**src/rtl/seq_detect_ctrl_if.sv**
```systemverilog
// Word-in / result-out handshake bundle for the "001" scan controller.
interface seq_detect_ctrl_if;
  logic       in_valid;
  logic       in_ready;
  logic [7:0] in_data;
  logic       out_valid;
  logic       out_ready;
  logic [7:0] out_mask;
  logic [3:0] out_count;
  logic [3:0] out_first;

  modport master (
    output in_valid, in_data, out_ready,
    input  in_ready, out_valid, out_mask, out_count, out_first
  );

  modport slave (
    input  in_valid, in_data, out_ready,
    output in_ready, out_valid, out_mask, out_count, out_first
  );
endinterface

```
**src/rtl/seq_detect_ctrl.sv**
```systemverilog
// Serialises an 8-bit word MSB first into an external "001" Moore detector,
// collects which bit positions produced a detection, and reports a mask,
// a popcount, the first hit index and a saturating running total.
module seq_detect_ctrl (
  input  logic               clk,
  input  logic               reset,
  seq_detect_ctrl_if.slave   bus,
  output logic               det_inp,
  output logic               det_clr,
  input  logic               det_det,
  output logic [15:0]        total_count,
  input  logic               stat_clr
);
  typedef enum logic [2:0] {IDLE, CLEAR, SHIFT, DRAIN, DONE} state_t;

  state_t      state_q, state_d;
  logic [2:0]  idx_q, idx_d;
  logic [7:0]  word_q;
  logic [7:0]  mask_q, mask_d;
  logic [3:0]  cnt_q, cnt_d;
  logic [3:0]  first_q, first_d;
  logic [15:0] total_q;
  logic        in_ready_q, out_valid_q;
  logic        accept;
  logic        samp;
  logic [2:0]  samp_idx;
  logic [16:0] sum;

  assign bus.in_ready  = in_ready_q;
  assign bus.out_valid = out_valid_q;
  assign bus.out_mask  = mask_q;
  assign bus.out_count = cnt_q;
  assign bus.out_first = first_q;
  assign total_count   = total_q;

  assign accept = (state_q == IDLE) && bus.in_valid && in_ready_q;

  // The detector output lags det_inp by two edges, so the hit for bit i is
  // seen while in SHIFT with idx i+1; bit 7 lands during DRAIN.
  assign samp     = ((state_q == SHIFT) && (idx_q != 3'd0)) || (state_q == DRAIN);
  assign samp_idx = (state_q == DRAIN) ? 3'd7 : idx_q - 3'd1;

  // Next-state and bit index sequencing.
  always_comb begin
    state_d = state_q;
    idx_d   = idx_q;
    case (state_q)
      IDLE:  if (accept) state_d = CLEAR;
      CLEAR: begin
        state_d = SHIFT;
        idx_d   = 3'd0;
      end
      SHIFT: begin
        idx_d = idx_q + 3'd1;
        if (idx_q == 3'd7) state_d = DRAIN;
      end
      DRAIN: state_d = DONE;
      DONE:  if (out_valid_q && bus.out_ready) state_d = IDLE;
      default: state_d = IDLE;
    endcase
  end

  // Result accumulation: cleared on accept, one bit per detector sample.
  always_comb begin
    mask_d  = mask_q;
    cnt_d   = cnt_q;
    first_d = first_q;
    if (accept) begin
      mask_d  = 8'h00;
      cnt_d   = 4'd0;
      first_d = 4'hF;
    end else if (samp && det_det) begin
      mask_d[3'd7 - samp_idx] = 1'b1;
      cnt_d = cnt_q + 4'd1;
      if (first_q == 4'hF) first_d = {1'b0, samp_idx};
    end
  end

  assign sum = {1'b0, total_q} + {13'd0, cnt_d};

  // State, word latch, result registers and registered detector/handshake outputs.
  always_ff @(posedge clk or negedge reset) begin
    if (!reset) begin
      state_q     <= IDLE;
      idx_q       <= 3'd0;
      word_q      <= 8'h00;
      mask_q      <= 8'h00;
      cnt_q       <= 4'd0;
      first_q     <= 4'hF;
      det_clr     <= 1'b1;
      det_inp     <= 1'b1;
      in_ready_q  <= 1'b0;
      out_valid_q <= 1'b0;
    end else begin
      state_q     <= state_d;
      idx_q       <= idx_d;
      mask_q      <= mask_d;
      cnt_q       <= cnt_d;
      first_q     <= first_d;
      if (accept) word_q <= bus.in_data;
      det_clr     <= (state_d == CLEAR);
      det_inp     <= (state_d == SHIFT) ? word_q[3'd7 - idx_d] : 1'b1;
      in_ready_q  <= (state_d == IDLE);
      out_valid_q <= (state_d == DONE);
    end
  end

  // Running total: bumps on DRAIN->DONE, saturates, and a clear always wins.
  always_ff @(posedge clk or negedge reset) begin
    if (!reset) begin
      total_q <= 16'h0000;
    end else if (stat_clr) begin
      total_q <= 16'h0000;
    end else if (state_q == DRAIN) begin
      total_q <= sum[16] ? 16'hFFFF : sum[15:0];
    end
  end
endmodule
```
**src/flat_wrapper.sv**
```systemverilog
// flat-port wrapper written by rule: the top's interface ports become plain ports
module seq_detect_ctrl_flat 
  (clk, reset, det_inp, det_clr, det_det, total_count, stat_clr, bus_in_valid, bus_in_data, bus_out_ready, bus_in_ready, bus_out_valid, bus_out_mask, bus_out_count, bus_out_first);
  seq_detect_ctrl_if bus_i ();
  input  logic clk;
  input  logic reset;
  output logic det_inp;
  output logic det_clr;
  input  logic det_det;
  output logic [15:0] total_count;
  input  logic stat_clr;
  input wire logic [$bits(bus_i.in_valid)-1:0] bus_in_valid;
  input wire logic [$bits(bus_i.in_data)-1:0] bus_in_data;
  input wire logic [$bits(bus_i.out_ready)-1:0] bus_out_ready;
  output wire logic [$bits(bus_i.in_ready)-1:0] bus_in_ready;
  output wire logic [$bits(bus_i.out_valid)-1:0] bus_out_valid;
  output wire logic [$bits(bus_i.out_mask)-1:0] bus_out_mask;
  output wire logic [$bits(bus_i.out_count)-1:0] bus_out_count;
  output wire logic [$bits(bus_i.out_first)-1:0] bus_out_first;
  assign bus_i.in_valid = bus_in_valid;
  assign bus_i.in_data = bus_in_data;
  assign bus_i.out_ready = bus_out_ready;
  assign bus_in_ready = bus_i.in_ready;
  assign bus_out_valid = bus_i.out_valid;
  assign bus_out_mask = bus_i.out_mask;
  assign bus_out_count = bus_i.out_count;
  assign bus_out_first = bus_i.out_first;
  seq_detect_ctrl u_core (.clk(clk), .reset(reset), .bus(bus_i), .det_inp(det_inp), .det_clr(det_clr), .det_det(det_det), .total_count(total_count), .stat_clr(stat_clr));
endmodule
```
**config.mk**
```make
export PLATFORM = sky130hd
export DESIGN_NAME = seq_detect_ctrl_flat
export DESIGN_NICKNAME = d
export VERILOG_FILES = /design/src/rtl/seq_detect_ctrl_if.sv /design/src/rtl/seq_detect_ctrl.sv /design/src/flat_wrapper.sv
export SDC_FILE = /design/constraint.sdc
export NUM_CORES = 1
export LEC_CHECK = 0
export CORE_UTILIZATION = 30
export CTS_BUF_LIST = sky130_fd_sc_hd__clkbuf_16
export CTS_CLUSTER_DIAMETER = 200
export CTS_CLUSTER_SIZE = 20
export DETAILED_ROUTE_END_ITERATION = 6
export GPL_TIMING_DRIVEN = 0
export PLACE_DENSITY = 0.51
export SYNTH_ARGS = -nofsm -noshare
export SYNTH_HDL_FRONTEND = slang
export SYNTH_SLANG_ARGS = --single-unit
```
**constraint.sdc**
```tcl
create_clock -name clk -period 3.4 [get_ports clk]
set_input_delay 0.68 -clock clk [delete_from_list [all_inputs] [get_ports clk]]
set_output_delay 0.68 -clock clk [all_outputs]
set_load 0.03 [all_outputs]
```
### Word-level counts from Yosys, hierarchy flattened

Cells that the tools add are included.

* output and inout port bits: 36
* bits of input ports: 14
* logic and storage cells: 65
* register bits after elaboration: 50

* bitwise logic cells: 1
* mux-type cells: 21
* add/sub/neg operators: 6
* $lt $le $gt $ge: 3
* reductions and logical operators: 14
* equality and inequality tests: 9

Operator list (count)
* 16-bit 2-to-1 mux: 3
* 4-bit 2-to-1 mux: 5
* 16-bit by 4-bit adder with 17-bit output: 1
* 8-bit 2-to-1 mux: 2
* 3-bit case mux with 5 select lines: 1
* 3-bit 2-to-1 mux: 4
* 3-bit by 2-bit equality test with 1-bit output (second input constant): 3
* 3-bit equality test (second input constant): 3
* 3-bit by 4-bit less-than comparator with 1-bit output (second input constant): 2
* 8-bit OR: 1
* 3-bit by 1-bit equality test with 1-bit output (second input constant): 2
* 1-bit logical AND: 6
* 3-bit logical NOT: 2
* 3-bit case mux with 2 select lines: 1
* 2-bit nonzero test: 3
* 3-bit subtractor (first input constant): 2
* 4-bit by 1-bit adder with 4-bit output (second input constant): 1
* 4-bit equality test (second input constant): 1
* 3-bit by 1-bit adder with 3-bit output (second input constant): 1
* 1-bit binary-select mux with 3-bit select: 1
* 1-bit demux with 3-bit select: 1
* 3-bit by 1-bit >= comparator with 1-bit output (second input constant): 1
* 1-bit 2-to-1 mux: 3
* 3-bit nonzero test: 1
* 3 further kinds: 3

### Logic depth before layout (Yosys ltp)

Gate-level depths: netlist of the first run.

* depth after elaboration: 10
* depth in mapped cells: 14
* mapped depth without buffers: 12

### Worst setup path before layout of the first run

No wires, ideal clock.

* path kind: reg-to-reg
* from: register u_core.state_q[2]
* to: register u_core.total_q[15] (netlist: u_core.total_count[15])
* library setup time: 0.125 ns
* cell stages (with the launch flop): 15
* buffers on the path: 3
* path slack: 0.126 ns
* arrival: 3.149 ns
* period minus slack after synthesis: 3.274 ns
* cell sequence: dfrtp_1 -> buf_6 -> nor2_1 -> nand4_1 -> inv_1 -> clkbuf_1 -> nor2_1 -> ha_1 -> fa_1 -> a21o_1 -> a21oi_1 -> or3_1 -> buf_2 -> a21oi_1 -> mux2_2

* longest elaborated chain between the ends: 10

Ends and longest elaborated chain
* start: declaration: RTL line seq_detect_ctrl.sv:16 `state_t state_q, state_d;`
* start signal: assignment: RTL line seq_detect_ctrl.sv:95 `state_q <= state_d;`
* 3-bit by 2-bit equality test with 1-bit output: RTL line seq_detect_ctrl.sv:40 `assign samp = ((state_q == SHIFT) && (idx_q != 3'd0)) || (state_q == DRAIN);`
* 1-bit logical AND: RTL line seq_detect_ctrl.sv:40
* 1-bit logical OR: RTL line seq_detect_ctrl.sv:40
* 1-bit logical AND: RTL line seq_detect_ctrl.sv:72 `end else if (samp && det_det) begin`
* 4-bit 2-to-1 mux: RTL line seq_detect_ctrl.sv:72
* 4-bit 2-to-1 mux *: RTL line seq_detect_ctrl.sv:68 `if (accept) begin`
* named net u_core.cnt_d[0]: RTL line seq_detect_ctrl.sv:20 `logic [3:0] cnt_q, cnt_d;`
* 16-bit by 4-bit adder with 17-bit output *: RTL line seq_detect_ctrl.sv:79 `assign sum = {1'b0, total_q} + {13'd0, cnt_d};`
* 16-bit 2-to-1 mux *: RTL line seq_detect_ctrl.sv:115 `total_q <= sum[16] ? 16'hFFFF : sum[15:0];`
* 16-bit 2-to-1 mux *: RTL line seq_detect_ctrl.sv:114 `end else if (state_q == DRAIN) begin`
* 16-bit 2-to-1 mux *: RTL line seq_detect_ctrl.sv:112 `end else if (stat_clr) begin`
* end signal: assignment: RTL line seq_detect_ctrl.sv:115
* end: declaration: RTL line seq_detect_ctrl.sv:22 `logic [15:0] total_q;`

Mark *: on every way through the listed nets, which the timed path passes. The rest lies on a longest branch. The select of a mux whose other input is x is not followed.
A chain may end at the register's enable or synchronous reset.

### Worst setup path after layout of the first run

* from: input port det_det
* to: register u_core.total_q[15] (netlist: u_core.total_count[15])

* longest elaborated chain between the ends: 7

Ends and longest elaborated chain
* start: declaration: RTL line flat_wrapper.sv:9 `input logic det_det;`
* 1-bit logical AND: RTL line seq_detect_ctrl.sv:72
* 4-bit 2-to-1 mux: RTL line seq_detect_ctrl.sv:72
* 4-bit 2-to-1 mux: RTL line seq_detect_ctrl.sv:68
* named net u_core.cnt_d[0]: RTL line seq_detect_ctrl.sv:20
* 16-bit by 4-bit adder with 17-bit output: RTL line seq_detect_ctrl.sv:79
* 16-bit 2-to-1 mux: RTL line seq_detect_ctrl.sv:115
* 16-bit 2-to-1 mux: RTL line seq_detect_ctrl.sv:114
* 16-bit 2-to-1 mux: RTL line seq_detect_ctrl.sv:112

The timed path passes the listed nets, and every way through them passes these cells. The select of a mux whose other input is x is not followed.

==> results of run 1 <==
registers in the layout, indices dropped and copies added, names as in the netlist:
register              count
u_core.bus.in_ready       1
u_core.bus.out_count      4
u_core.bus.out_first      4
u_core.bus.out_mask       8
u_core.bus.out_valid      1
u_core.det_clr            1
u_core.det_inp            1
u_core.idx_q              3
u_core.state_q            3
u_core.total_count       16
u_core.word_q             8
metal layers:
layer  global-route usage, %  up-vias  routed length (microns)  share of wire, %
li1                        -     1058                        -                 -
met1                    20.7     1009                     3060                48
met2                    25.7       38                     3040                48
met3                    2.66        5                      221               3.5
met4                    3.79        0                       47              0.74
met5                       0        -                        0                 0
area by class of cell:
cell class              count  area [sq um]
fillers                   823          4850
plain buffers              12          63.8
repair buffers             54           533
multi-input cells         191          1260
inverters                   9          36.3
clock inverters             3          37.5
flip-flops and latches     50          1260
clock buffers               5           125
well taps                 105           131
path summary, 6_finish.rpt:
kind / cells past startpoint / slack, ps / to
worst max-delay path: 13 / 140 / u_core.total_count[15]
worst min-delay path: 1 / 390 / u_core.bus.in_ready
worst max register to register: 13 / 210 / u_core.total_count[15]
worst min register to register: 2 / 470 / u_core.bus.out_first[3]
max in group asynchronous: 2 / 2390 / u_core.det_clr
min in group clk: 2 / 470 / u_core.bus.out_first[3]
worst max-delay path, delay by kind of cell:
family,cells,cell delay [ps]
AND/OR/NAND/NOR,3,350
multiplexers,1,280
buffers and inverters,2,630
XOR/XNOR,1,140
adder cells (fa/ha/maj),2,620
AO/OA/AOI/OAI,4,710
metrics by stage:
stage | power [W] | cells
2_1_floorplan | 0.00175 | 264
3_3_place_gp | 0.00215 | 417
3_5_place_dp | 0.00216 | 418
4_1_cts | 0.00275 | 426
5_1_grt | 0.00294 | 429
6_report | 0.00274 | 429
placed cells by master, fill, tap and decap left out, types with 5 or more instances in the layout:
cell | synthesis | routed
clkbuf_16 | 0 | 5
dfstp_2 | 6 | 6
buf_4 | 1 | 7
nor3_1 | 13 | 13
xnor2_1 | 5 | 5
clkbuf_1 | 8 | 5
a21oi_1 | 11 | 10
nor2_1 | 28 | 28
ha_1 | 9 | 9
and3_1 | 8 | 8
a31oi_1 | 8 | 8
inv_1 | 9 | 10
nand2_1 | 42 | 42
dfrtp_1 | 44 | 44
clkdlybuf4s50_1 | 0 | 47
logic make-up after synthesis:
logic type | after synthesis | synth area share (%)
AND/OR/NAND/NOR | 119 | 23.3
adder cells (fa/ha/maj) | 10 | 5.13
flip-flops | 50 | 48.7
XOR/XNOR | 8 | 2.71
buffers and inverters | 23 | 3.92
multiplexers | 6 | 2.42
AO/OA/AOI/OAI | 48 | 13.9
power by group through the flow:
stage	clock (W)	combinational (W)	sequential, W
after floorplan	0	0.000654	0.00109
after global placement	0	0.00122	0.000925
after detailed placement	0	0.00123	0.000929
after CTS	0.000575	0.00125	0.000931
after global routing	0.000597	0.00139	0.000951
final	0.000557	0.00125	0.000926
repair_timing:
action | in CTS | in global routing
endpoints found under the setup margin | 16 | 10
setup buffers | 2 | 3
pin swaps | 0 | 4
gates resized for setup | 5 | 6
==> key figures, run 1 <==
Run status
  – Status: complete, no violations

Timing
  – Max Freq: 0.307 GHz
  – Relative slew slack: 60.9%
  – Setup_tns: 0 ps
  – Slew @ Worst Pin: 587 ps
  – Max-slew violation count: 0
  – Setup violators final: 0
  – Clock skew: 2.02 ps
  – Fin crit share: 95.8%
  – Final hold violations: 0
  – Minimum clock period: 3260 ps
  – Hold slack: 391 ps
  – Setup WS post-layout: 143 ps

Finish
  – Area added between synthesis and finish: 33.2%
  – # diodes: 0
  – Final net count: 347
  – Final core occ: 41.5%
  – Post-Layout Inst Area: 3450 sq um
  – Share of cells above drive strength 1: 11.7%

Worst setup path
  – CP Capture Type: register
  – Worst path most repeated cell: a21oi_4
  – RR Startpoint: u_core.idx_q[0]
  – Critical Path AT: 3430 ps
  – Crit Path Class: in2reg
  – Critical path launch point: det_det
  – Slowest cell on the critical path: clkdlybuf4s50_1
  – CP Launch Type: input pin
  – Required time of the critical path: 3570 ps
  – CP Cell Sequence: clkdlybuf4s50_1 -> nand3b_1 -> a21oi_4 -> xnor2_1 -> nor2_1 -> ha_1 -> fa_1 -> a21o_1 -> a21oi_4 -> or3_1 -> buf_4 -> a21oi_1 -> mux2_2
  – Largest stage delay on the critical path: 480 ps
  – CP max FO: 8

Detailed routing
  – DRC violations left: 0
  – DR WL/cell: 14.8 microns
  – Routed vias: 2110
  – Final WL: 6.37 mm
  – First drt pass iteration count: 4
  – Final antenna-violating net count: 0
  – Initial detailed-routing violation count: 72
  – Via-to-Cell Ratio: 4.92

Clocking
  – CTS tree: yes
  – Clk slew on worst S/H paths: 70 ps
  – Clk sink count: 50
  – Clock latency on the worst-skew pair: 280 ps
  – Num CTS Buffers: 5
  – CTS root buf: clkbuf_16
  – Htree depth: 2
  – # hold bufs at CTS: 0
  – Clk buf depth: 2

GRT
  – Largest net degree at the start of global routing: 28
  – First-pass GRT wire length: 10.6 mm
  – Vias in the first global route: 2126
  – Global-route usage over all layers: 15.4%
  – Antenna violations before repair: 0
  – Grt total ovfl: 0

Power and ir drop
  – Power per cell area: 794 nW/um^2
  – Internal Power: 0.00165 W
  – Sequential share of power: 33.9%
  – Static Leak: 1.55 nW
  – Switching pwr: 0.00108 W
  – Switching Fraction: 39.6%
  – Clock Power Share: 20.4%
  – Power share of the combinational group: 45.8%
  – Max IR drop VDD: 0.000248 V

Min path
  – Worst Hold Class: in2async

Logic synthesis
  – Synth Net Count: 288
  – Register area share after synthesis: 48.7%
  – EDFF count, synth: 0
  – Post-synth cell types: 50
  – Post-synth ARST share: 100%
  – Yosys warnings: 0
  – Top cells by area, synth: dfrtp_1 (43%), dfstp_2 (6.1%), nand2_1 (6.1%), ha_1 (4.4%), nor2_1 (4.1%)
  – Post-Synthesis Cell Area: 2590 sq um
  – Avg Synthesized Cell Area: 9.80 sq um
  – Mapped Cells: 264
  – Top FF cell, synth: dfrtp_1
  – Synth top area share: 42.6%
  – Yosys top cell by area: dfrtp_1
  – Flop and latch count out of synthesis: 50
  – Most frequent cell after synthesis: dfrtp_1
  – Most instantiated cells after synthesis: dfrtp_1 (44), nand2_1 (42), nor2_1 (28)

Floorplan
  – I/O pin count: 50
  – Die Wd: 94.9 microns
  – DIE HEIGHT: 94.9 microns
  – Initial Util: 31.2%
  – Row cnt: 33
  – Die area: 9000 sq um
  – Core Box Area: 8300 sq um

Placed design
  – Port Buffers: 48
  – Routability Congestion: 0.785
  – DP Area: 3210 sq um
  – Dpl hpwl: 4.57 mm
  – Worst slack at placement: -868 ps

Run
  – Max-Cap Viols: 0
No activity file was read; power rests on OpenSTA's default activity.
==> inputs of run 2 (changes only) <==
--- a/config.mk
+++ b/config.mk
@@ -11,7 +11,6 @@
 export CTS_CLUSTER_SIZE = 20
 export DETAILED_ROUTE_END_ITERATION = 6
 export GPL_TIMING_DRIVEN = 0
-export PLACE_DENSITY = 0.51
 export SYNTH_ARGS = -nofsm -noshare
 export SYNTH_HDL_FRONTEND = slang
 export SYNTH_SLANG_ARGS = --single-unit
==> key figures, run 2 (synthesis gave the netlist of run 1 again) <==
Worst setup path
  – Crit Path Class: in2reg
  – Reg2reg path depth: 13 (unchanged)
  – CP Launch Type: input pin
  – RR Startpoint: u_core.idx_q[0]
  – Critical path launch point: det_det
  – CP max FO: 8 (unchanged)
  – Required time of the critical path: 3580 ps (about the same)
  – Critical Path AT: 3460 ps (+30 ps)
  – CP Capture Type: register

Power and ir drop
  – Max IR drop VDD: 0.000245 V (-1.4%)
  – Static Leak: 1.52 nW (-1.9%)
  – Power per cell area: 777 nW/um^2 (-2.1%)

Floorplan
  – Initial Util: 31.2% (unchanged)
  – DIE HEIGHT: 94.9 microns (unchanged)
  – Core Box Area: 8300 sq um (unchanged)
  – Row cnt: 33 (unchanged)
  – I/O pin count: 50 (unchanged)
  – Die Wd: 94.9 microns (unchanged)
  – Die area: 9000 sq um (unchanged)

Clocking
  – CTS tree: yes
  – Clk slew on worst S/H paths: 60 ps (about the same)
  – Clk buf depth: 2 (unchanged)
  – Htree depth: 2 (unchanged)
  – Clock latency on the worst-skew pair: 290 ps (about the same)
  – Clk sink count: 50 (unchanged)
  – CTS root buf: clkbuf_16
  – Num CTS Buffers: 5 (unchanged)

Detailed routing
  – Via-to-Cell Ratio: 5.01 (+1.9%)
  – First drt pass iteration count: 4 (unchanged)
  – Final WL: 6.26 mm (-1.7%)
  – DR WL/cell: 14.7 microns (-1.2%)
  – DRC violations left: 0 (unchanged)
  – Routed vias: 2140 (+1.4%)
  – Initial detailed-routing violation count: 58 (-19%)
  – Final antenna-violating net count: 0 (unchanged)

Finish
  – Share of cells above drive strength 1: 11.2% (-0.55 points)
  – Multi-input logic area: 1260 sq um (+0.40%)
  – Max reg flops: 16 (unchanged)
  – # diodes: 0 (unchanged)
  – Leading cell types in the layout, fill and taps excluded: clkdlybuf4s50_1 (47), dfrtp_1 (44), nand2_1 (42), nor2_1 (27), nor3_1 (13)
  – Post-Layout Inst Area: 3410 sq um (-1.1%)
  – Sequential Area: 1260 sq um (unchanged)
  – Most common cell after layout, fill and taps aside: clkdlybuf4s50_1
  – Area added between synthesis and finish: 31.8%
  – FILL cells: 815 (-0.97%)
  – Final net count: 345 (-0.58%)

Timing
  – Max Freq: 0.305 GHz (-0.81%)
  – Final hold violations: 0 (unchanged)
  – Max-slew violation count: 0 (unchanged)
  – Minimum clock period: 3280 ps (+26.7 ps)
  – Setup violators final: 0 (unchanged)
  – Fin crit share: 96.6% (+0.78 points)
  – Setup_tns: 0 ps (unchanged)
  – Slew @ Worst Pin: 538 ps (-48.6 ps)
  – Relative slew slack: 64.1% (+3.2 points)
  – Clock skew: 7.43 ps (+5.40 ps)

Min path
  – Worst Hold Class: in2async

Placed design
  – Port Buffers: 48 (unchanged)
  – DP Area: 3210 sq um (unchanged)
  – Routability Congestion: 0.831 (+5.9%)
  – Dpl hpwl: 4.46 mm (-2.4%)

GRT
  – Largest net degree at the start of global routing: 35 (+25%)
  – First-pass GRT wire length: 10.2 mm (-3.9%)
  – Grt total ovfl: 0 (unchanged)
  – Antenna violations before repair: 0 (unchanged)
  – Vias in the first global route: 2112 (-0.66%)
  – Global-route usage over all layers: 14.8% (-0.68 points)

Run
  – Max-Cap Viols: 0 (unchanged)

Run status
  – Status: complete, no violations
## run 2: cell type report
type                            instances  share of cell area (%)
Clock buffer                            5                    3.67
Buffer                                 12                    1.84
Timing Repair Buffer                   52                    15.2
Inverter                                9                    1.06
Sequential cell                        50                    36.9
Tap cell                              105                    3.85
Clock inverter                          3                   0.330
Multi-Input combinational cell        191                    37.1
## run 2: final timing paths
path / endpoint / slack [ps]
min in group clk: u_core.bus.out_first[3] / 470
max in group asynchronous: u_core.bus.out_first[2] / 2490
min reg2reg: u_core.bus.out_first[3] / 470
max: u_core.total_count[15] / 120
max reg2reg: u_core.total_count[15] / 190
min: u_core.idx_q[2] / 320
## run 2: what timing repair did
action	in CTS	in global routing
hold buffers	0	0
pin swaps	1	2
endpoints found under the setup margin	16	4
resized for setup	5	5
buffers inserted	1	2
## run 2: power by group
group | internal, W | switching, W | leakage, nW
Combinational | 0.000514 | 0.000734 | 0.800
Sequential | 0.000791 | 0.000137 | 0.651
Clock | 0.000265 | 0.000207 | 0.0738
## run 2: per-layer routing
metal  wire, microns  global-route usage [%]  up-vias
li1                -                       -     1058
met4              74                    4.67        0
met2            2980                    24.3       38
met5               0                       0        -
met1            2970                    19.5     1037
met3             238                    2.82        7
## run 2: stage by stage
stage	power, W	hold WS, ps	utilization, %	instances	setup slack, ps
after floorplan	0.00175	384	-	264	126
after global placement	0.00213	458	38.5	417	-817
after detailed placement	0.00216	463	38.7	418	-848
after CTS	0.00266	333	40.6	425	36.4
after global routing	0.00285	356	41.1	427	-6.43
final	0.00265	325	41.1	427	116
## run 2: worst max-delay path, cell delays in order
cell and delay (ps):
clkdlybuf4s50_1 480, nand3b_1 120, a21oi_4 220, xnor2_1 150, nor2_1 80, ha_2 190
fa_1 400, a21o_1 220, a21oi_4 240, or3_1 150, clkbuf_4 170, a21oi_1 70
mux2_2 270
